### config.mk
export PLATFORM = sky130hd
export DESIGN_NAME = fetch_queue
export DESIGN_NICKNAME = d
export VERILOG_FILES = /design/src/rtl/cpu_pkg.sv /design/src/rtl/fetch_fifo.sv /design/src/rtl/fetch_queue.sv
export SDC_FILE = /design/constraint.sdc
export NUM_CORES = 1
export LEC_CHECK = 0
export CAP_MARGIN = 20
export CORE_ASPECT_RATIO = 1.25
export CORE_MARGIN = 1.5
export CORE_UTILIZATION = 57
export DETAILED_ROUTE_END_ITERATION = 8
export PLACE_DENSITY_LB_ADDON = 0.15
export SYNTH_ARGS = -nofsm -noshare
export SYNTH_HDL_FRONTEND = slang
export SYNTH_SLANG_ARGS = --single-unit
### constraint.sdc
create_clock -name clk -period 7.1 [get_ports clk]
set_input_delay 1.065 -clock clk [delete_from_list [all_inputs] [get_ports clk]]
set_output_delay 1.065 -clock clk [all_outputs]
set_load 0.005 [all_outputs]
### src/rtl/cpu_pkg.sv
// Shared definitions for the 16-bit pipelined CPU front end.
// Latency: n/a (types, constants and a pure helper function only).
// Backpressure: n/a.
package cpu_pkg;

    localparam int WORD_W  = 16;
    localparam int WADDR_W = 15;
    localparam int PC_STEP = 2;

    localparam logic [WORD_W-1:0] DEFAULT_RESET_PC = 16'h0000;

    // One fetched instruction together with the PC it was fetched from.
    typedef struct packed {
        logic [WORD_W-1:0] pc;
        logic [WORD_W-1:0] instr;
    } fetch_entry_t;

    // Instructions are halfword aligned, so bit 0 of any PC is forced to zero.
    function automatic logic [WORD_W-1:0] align_pc(input logic [WORD_W-1:0] pc);
        return {pc[WORD_W-1:1], 1'b0};
    endfunction

endpackage

### src/rtl/fetch_fifo.sv
// Synchronous FIFO of fetch entries with a whole-queue flush.
// Latency: a push is visible at the head the cycle after the write edge; no bypass.
// Backpressure: none internally; the caller reserves credit so push never hits a full queue.
module fetch_fifo
    import cpu_pkg::*;
#(
    parameter int DEPTH = 4,
    parameter int CNT_W = $clog2(DEPTH + 1)
) (
    input  logic               clk,
    input  logic               reset,
    input  logic               push,
    input  fetch_entry_t       push_entry,
    input  logic               pop,
    input  logic               flush,
    output logic [CNT_W-1:0]   count,
    output fetch_entry_t       head
);

    localparam int PTR_W = (DEPTH > 1) ? $clog2(DEPTH) : 1;

    fetch_entry_t     store [0:DEPTH-1];
    logic [PTR_W-1:0] wr_ptr;
    logic [PTR_W-1:0] rd_ptr;

    // Circular pointer advance that also handles non-power-of-two depths.
    function automatic logic [PTR_W-1:0] next_ptr(input logic [PTR_W-1:0] ptr);
        return (ptr == PTR_W'(DEPTH - 1)) ? '0 : ptr + 1'b1;
    endfunction

    // Storage and pointers; flush only resets the bookkeeping, stale data is unreachable.
    always_ff @(posedge clk or posedge reset) begin
        if (reset) begin
            for (int i = 0; i < DEPTH; i++) begin
                store[i] <= '0;
            end
            wr_ptr <= '0;
            rd_ptr <= '0;
            count  <= '0;
        end else if (flush) begin
            wr_ptr <= '0;
            rd_ptr <= '0;
            count  <= '0;
        end else begin
            if (push) begin
                store[wr_ptr] <= push_entry;
                wr_ptr        <= next_ptr(wr_ptr);
            end
            if (pop) begin
                rd_ptr <= next_ptr(rd_ptr);
            end
            count <= count + CNT_W'(push) - CNT_W'(pop);
        end
    end

    assign head = store[rd_ptr];

endmodule

### src/rtl/fetch_queue.sv
// Instruction fetch front end: sequential PC, fixed-latency memory read, buffered {pc, instr} output.
// Latency: an address issued in cycle t is visible to decode in cycle t+READ_LATENCY+1.
// Backpressure: out_ready low stops issue once buffered plus in-flight entries reach DEPTH.
module fetch_queue
    import cpu_pkg::*;
#(
    parameter int          DEPTH        = 4,
    parameter int          READ_LATENCY = 1,
    parameter logic [15:0] RESET_PC     = DEFAULT_RESET_PC
) (
    input  logic        clk,
    input  logic        reset,
    output logic [14:0] mem_raddr,
    input  logic [15:0] mem_rdata,
    input  logic        halt,
    input  logic        redirect,
    input  logic [15:0] redirect_pc,
    output logic        out_valid,
    input  logic        out_ready,
    output logic [15:0] out_pc,
    output logic [15:0] out_instr
);

    localparam int CNT_W = $clog2(DEPTH + 1);
    localparam int SUM_W = $clog2(DEPTH + READ_LATENCY + 2);

    logic [WORD_W-1:0]       fetch_pc;
    logic [READ_LATENCY-1:0] dl_vld;
    logic [WORD_W-1:0]       dl_pc [0:READ_LATENCY-1];

    logic [CNT_W-1:0]  count;
    logic [SUM_W-1:0]  inflight;
    logic [SUM_W-1:0]  occupancy;
    logic              credit_ok;
    logic              issue;
    logic [WORD_W-1:0] issue_pc;
    logic              push;
    logic              pop;
    fetch_entry_t      push_entry;
    fetch_entry_t      head;

    // Count fetches travelling through the memory pipeline.
    always_comb begin
        inflight = '0;
        for (int i = 0; i < READ_LATENCY; i++) begin
            inflight = inflight + SUM_W'(dl_vld[i]);
        end
    end

    // A redirect empties everything, so it may always issue; otherwise issue only with a free credit.
    assign occupancy = SUM_W'(count) + inflight - SUM_W'(pop);
    assign credit_ok = (occupancy < SUM_W'(DEPTH));
    assign issue     = !halt && (redirect || credit_ok);
    assign issue_pc  = redirect ? align_pc(redirect_pc) : fetch_pc;
    assign mem_raddr = issue_pc[WORD_W-1:1];

    // Returning word pairs with the PC that travelled alongside it; a redirect drops it.
    assign push       = dl_vld[READ_LATENCY-1] && !redirect;
    assign push_entry = '{pc: dl_pc[READ_LATENCY-1], instr: mem_rdata};

    // Redirect hides the head immediately so decode never handshakes on a killed entry.
    assign out_valid = (count != '0) && !redirect;
    assign pop       = out_valid && out_ready;
    assign out_pc    = head.pc;
    assign out_instr = head.instr;

    // Fetch PC: advance past whatever was issued, or park at the redirect target while halted.
    always_ff @(posedge clk or posedge reset) begin
        if (reset) begin
            fetch_pc <= align_pc(RESET_PC);
        end else if (issue) begin
            fetch_pc <= issue_pc + WORD_W'(PC_STEP);
        end else if (redirect) begin
            fetch_pc <= issue_pc;
        end
    end

    // Delay line matching the memory read latency; redirect kills every older stage.
    always_ff @(posedge clk or posedge reset) begin
        if (reset) begin
            dl_vld <= '0;
            for (int i = 0; i < READ_LATENCY; i++) begin
                dl_pc[i] <= '0;
            end
        end else begin
            dl_vld[0] <= issue;
            dl_pc[0]  <= issue_pc;
            for (int i = 1; i < READ_LATENCY; i++) begin
                dl_vld[i] <= dl_vld[i-1] && !redirect;
                dl_pc[i]  <= dl_pc[i-1];
            end
        end
    end

    fetch_fifo #(
        .DEPTH (DEPTH),
        .CNT_W (CNT_W)
    ) u_fifo (
        .clk        (clk),
        .reset      (reset),
        .push       (push),
        .push_entry (push_entry),
        .pop        (pop),
        .flush      (redirect),
        .count      (count),
        .head       (head)
    );

endmodule

==> run summary <==
The number of setup violations in the final report was 0. The logs give 0 for the initial antenna violation count and 0 for the count of cells resized by post-cts repair. In the final routed layout, each cell accounts on average for 19.7 um.

Headroom to the max-slew limit came out at 35.2%. The worst register-to-register path ends at fetch_pc[8]$_DFFE_PP0P_. The post-route netlist has 16.6% of its cells at a drive strength greater than 1.

The worst register-to-register path has a depth of 11. The final critical path takes up 58.2% of the cycle. The width of the chip came out at 108 um.

By area the synthesized netlist is led by sky130_fd_sc_hd__dfrtp_1 54%, sky130_fd_sc_hd__mux2_1 17%, sky130_fd_sc_hd__mux4_2 9.2%. The internal power consumption was 2610 uW. Routability-driven placement finished with a final weighted congestion of 0.839. The reported net switching power was 1100 uW; the number of library cell types mapped by synthesis was 58. The routed design could run at a clock period as short as 4.13 ns. The flow ran to the end, and the final reports show no timing, DRC or antenna violations. The finished cells cover 9300 um^2. Per report_power, the combinational group accounts for 32.6% of the total. The logs give 189 uV for the worst IR drop on VDD and 0 for the sum of overflow across all layers after global routing. Sequential cells burn 43.4% of the power.

Type of the tightest min-delay check: reg -> reg. Post-CTS timing repair inserted 0 buffers for setup. Number of global-route vias before repair: 5,144. The arrival time reported for the critical path endpoint is 3.07 ns. The endpoint required time on the critical path was 6.03 ns. Sequential cells were found to cover 53.6% of the synthesized design area.

sky130_fd_sc_hd__dfrtp_1 takes more of the synthesized area than any other cell. The number of max-slew violations in the final report came out at 0. The worst register-to-register path begins at u_fifo.count[1]$_DFF_PP0_.

TritonCTS built the clock tree. Timing would allow up to 242 MHz. The initial utilization of the core area, before any placement, comes to 58.7%. The overall global routing resource usage was 23.4%; the count of flip-flops with a built-in enable after synthesis was 0. The critical path goes through buf_2, clkinv_1, o21ai_0, clkdlybuf4s50_1.

The number of instances in the placed design came out at 758. The Yosys step of the flow raised 0 warnings. Largest net degree at the start of global routing: 124. The die area came out at 14,500 um^2.

The number of clock buffers added by TritonCTS is 17. After detailed routing, the number of vias per cell comes to 5.96. In this run, the number of DRC markers left after iteration 0 of detailed routing was 224. In the final design database the tool counted 655 nets. In this run the register-to-register setup slack is 4.04 ns. For this design the static power due to leakage is 0.00406 uW.

For this run, the number of standard cells in the final layout without fillers is 792. The run gives 0 as the number of remaining DRC errors. In this run the worst setup path terminates at mem_raddr[14]. Across the run, the number of max-cap violations was 0. The floorplan die height was 134 um. For the pin with the worst max-slew slack, the measured transition is 0.969 ns. The layout overhead on the synthesized area was 18.5%; the setup TNS after final layout was 0 ns. The delay of the slowest critical-path stage was 0.59 ns. The flip-flop and latch count after synthesis is 168, and the top-level port count is 85. Wire length of the first global-routing pass: 26.0 mm. Family of cells with the greatest summed delay on the critical path: buffers and inverters. In this run the number of cells on the critical path is 4. CTS built an H-tree with a depth of 4.

Of all flip-flops after synthesis, the portion carrying an async set or reset was 100%. The number of I/O port buffers came out at 83. The slowest stage cell on the critical path was sky130_fd_sc_hd__clkdlybuf4s50_1. Total clock sinks: 168. Flip-flop cell with the highest count after synthesis: sky130_fd_sc_hd__dfrtp_1.

The root buffer cell is sky130_fd_sc_hd__clkbuf_16. The category of the worst setup path capture point is an output pin. The run gives 0 as the number of hold-slack violations in the final timing report. Once detail routing completed, the nets flagged for antenna violations numbered 0. Once placement finished, the instance area stood at 8670 um^2. For this run, the detailed router's first-pass iteration total came to 4. The critical path is of the in -> out type. The clock share of power was 23.9%; the proportion of netlist area held by the largest area contributor was 53.6%. Setup repair after global routing left no endpoint under its margin. On the final layout, the worst clock skew is 0.0100 ns. The number of nets in the synthesized netlist is 591. In this run the power density over the cells is 399 nW/um^2. The completed layout was analyzed and its total power is 3710 uW.

STA classifies the critical path startpoint as an input pin. The switching part of the total power came out at 29.5%. The region available for standard cell placement spans 13,300 um^2. The final wirelength came out at 15.6 mm. The run gives 2 as the buffer levels on the longest clock path. Once detailed placement completed, the half-perimeter wirelength came to 9.91 mm.

The clock-pin slew on the worst setup and hold paths was 0.07 ns; the combined buffer and inverter count along the critical path was 3. The run gives 0.42 ns as the clock insertion delay at the later pin of the skew report. For this block, the via count after detailed routing is 4,723.

The tools report the source of the critical timing path as redirect. The number of antenna diodes in the final layout is 0. The initialized floorplan defines 47 standard-cell rows. Hold repair after CTS inserted 0 buffers. Of all nets on the critical path, the largest fanout is 37. The post-synthesis instance area came out at 7840 um^2. Post-synthesis instance total: 544. Averaged over all synthesized cells, the footprint is 14.4 um^2.
[layout make-up]
cell class,instances,area [um^2]
clock inverters,11,113
repair buffers,88,896
multi-input cells,316,3340
clock buffers,21,460
flip-flops and latches,168,4210
well taps,171,214
fillers,912,4050
inverters,17,68.8
[cells in the final DEF (no fill, tap or decap), types with 3 or more instances in the layout]
master                              n
sky130_fd_sc_hd__clkdlybuf4s50_1   82
sky130_fd_sc_hd__clkbuf_16         17
sky130_fd_sc_hd__nand2_1           13
sky130_fd_sc_hd__o211ai_1           4
sky130_fd_sc_hd__nand2_2            4
sky130_fd_sc_hd__nand4b_1           3
sky130_fd_sc_hd__xnor2_1            5
sky130_fd_sc_hd__mux4_2            32
sky130_fd_sc_hd__mux2i_1            7
sky130_fd_sc_hd__clkinvlp_4         3
sky130_fd_sc_hd__a211o_1            4
sky130_fd_sc_hd__nand3_1            7
sky130_fd_sc_hd__mux2_2            18
sky130_fd_sc_hd__dfrtp_1          166
sky130_fd_sc_hd__and2_1             3
sky130_fd_sc_hd__nand3b_1           3
sky130_fd_sc_hd__nor2b_1            3
sky130_fd_sc_hd__buf_4              3
sky130_fd_sc_hd__ha_1               9
sky130_fd_sc_hd__nor2_1            13
sky130_fd_sc_hd__o21ai_0            3
sky130_fd_sc_hd__mux2_1           119
sky130_fd_sc_hd__nand4_1            5
sky130_fd_sc_hd__o21ai_1            5
sky130_fd_sc_hd__a21oi_1            4
sky130_fd_sc_hd__and3b_1            4
sky130_fd_sc_hd__a211oi_1           5
sky130_fd_sc_hd__inv_6              5
sky130_fd_sc_hd__inv_1             15
sky130_fd_sc_hd__nor3_1             8
[worst min-delay path by stage]
stage                            startpoint                            to  depth (start not counted)
2_1_floorplan      fetch_pc[12]$_DFFE_PP0P_      fetch_pc[12]$_DFFE_PP0P_                          1
3_3_place_gp       fetch_pc[12]$_DFFE_PP0P_      fetch_pc[12]$_DFFE_PP0P_                          1
3_5_place_dp   u_fifo.store[42]$_DFFE_PP0P_  u_fifo.store[42]$_DFFE_PP0P_                          1
4_1_cts        u_fifo.store[82]$_DFFE_PP0P_  u_fifo.store[82]$_DFFE_PP0P_                          1
5_1_grt        u_fifo.store[38]$_DFFE_PP0P_  u_fifo.store[38]$_DFFE_PP0P_                          1
6_report           fetch_pc[14]$_DFFE_PP0P_      fetch_pc[14]$_DFFE_PP0P_                          1
[kinds of logic after synthesis]
logic type,synth area share [%]
buffers and inverters,3.97
flip-flops,53.6
adder cells (fa/ha/maj),1.69
XOR/XNOR,0.989
AO/OA/AOI/OAI,3.96
AND/OR/NAND/NOR,6.03
multiplexers,29.8
[Yosys cell counts (7+ instances only)]
cell type                  count
sky130_fd_sc_hd__dfrtp_1     168
sky130_fd_sc_hd__mux2_1      119
sky130_fd_sc_hd__mux4_2       32
sky130_fd_sc_hd__buf_2        18
sky130_fd_sc_hd__mux2_2       18
sky130_fd_sc_hd__buf_4        17
sky130_fd_sc_hd__nand2_1      17
sky130_fd_sc_hd__inv_1        16
sky130_fd_sc_hd__nor2_1       13
sky130_fd_sc_hd__ha_1          9
sky130_fd_sc_hd__nor3_1        8
sky130_fd_sc_hd__clkbuf_1      7
sky130_fd_sc_hd__mux2i_1       7
sky130_fd_sc_hd__nand3_1       7
[power groups by stage]
| stage | clock (uW) | sequential [uW] | combinational [uW] |
|---|---|---|---|
| after floorplan | 0 | 1530 | 807 |
| after global placement | 0 | 1580 | 1170 |
| after detailed placement | 0 | 1630 | 1210 |
| after CTS | 907 | 1620 | 1220 |
| after global routing | 953 | 1660 | 1320 |
| final | 888 | 1610 | 1210 |
[per-stage QoR]
| stage | util, % | setup WS (ns) | hold WS [ns] |
|---|---|---|---|
| floorplan | - | 1.49 | 0.455 |
| global placement | 65.0 | 2.85 | 0.467 |
| detailed placement | 65.0 | 2.79 | 0.477 |
| CTS | 69.3 | 2.99 | 0.491 |
| global route | 69.6 | 2.83 | 0.500 |
| finish | 69.6 | 2.97 | 0.484 |
[routing by layer]
| layer | up-vias | track usage [%] | part of all wire [%] |
|---|---|---|---|
| met4 | 0 | 6.87 | 1.5 |
| met5 | - | 0 | 0 |
| met2 | 96 | 40.4 | 52 |
| met1 | 2480 | 29.8 | 43 |
| met3 | 20 | 5.15 | 3.6 |
| li1 | 2127 | - | - |
[registers in the layout (all words and copies together), names as in the netlist]
signal         count
u_fifo.rd_ptr      2
dl_pc             16
fetch_pc          16
u_fifo.count       3
u_fifo.wr_ptr      2
dl_vld             1
u_fifo.store     128
[worst register-to-register path: stages, from the launching register on]
cell and delay (ns):
sky130_fd_sc_hd__dfrtp_1 0.49, sky130_fd_sc_hd__nor3_1 0.09, sky130_fd_sc_hd__nor2_1 0.12, sky130_fd_sc_hd__and2_1 0.24, sky130_fd_sc_hd__ha_1 0.23, sky130_fd_sc_hd__inv_1 0.06, sky130_fd_sc_hd__ha_1 0.28, sky130_fd_sc_hd__nand3b_1 0.16
sky130_fd_sc_hd__a211oi_1 0.53, sky130_fd_sc_hd__o311ai_1 0.21, sky130_fd_sc_hd__or4_1 0.42, sky130_fd_sc_hd__nor3b_1 0.15
(Power assumes the default switching activity.)
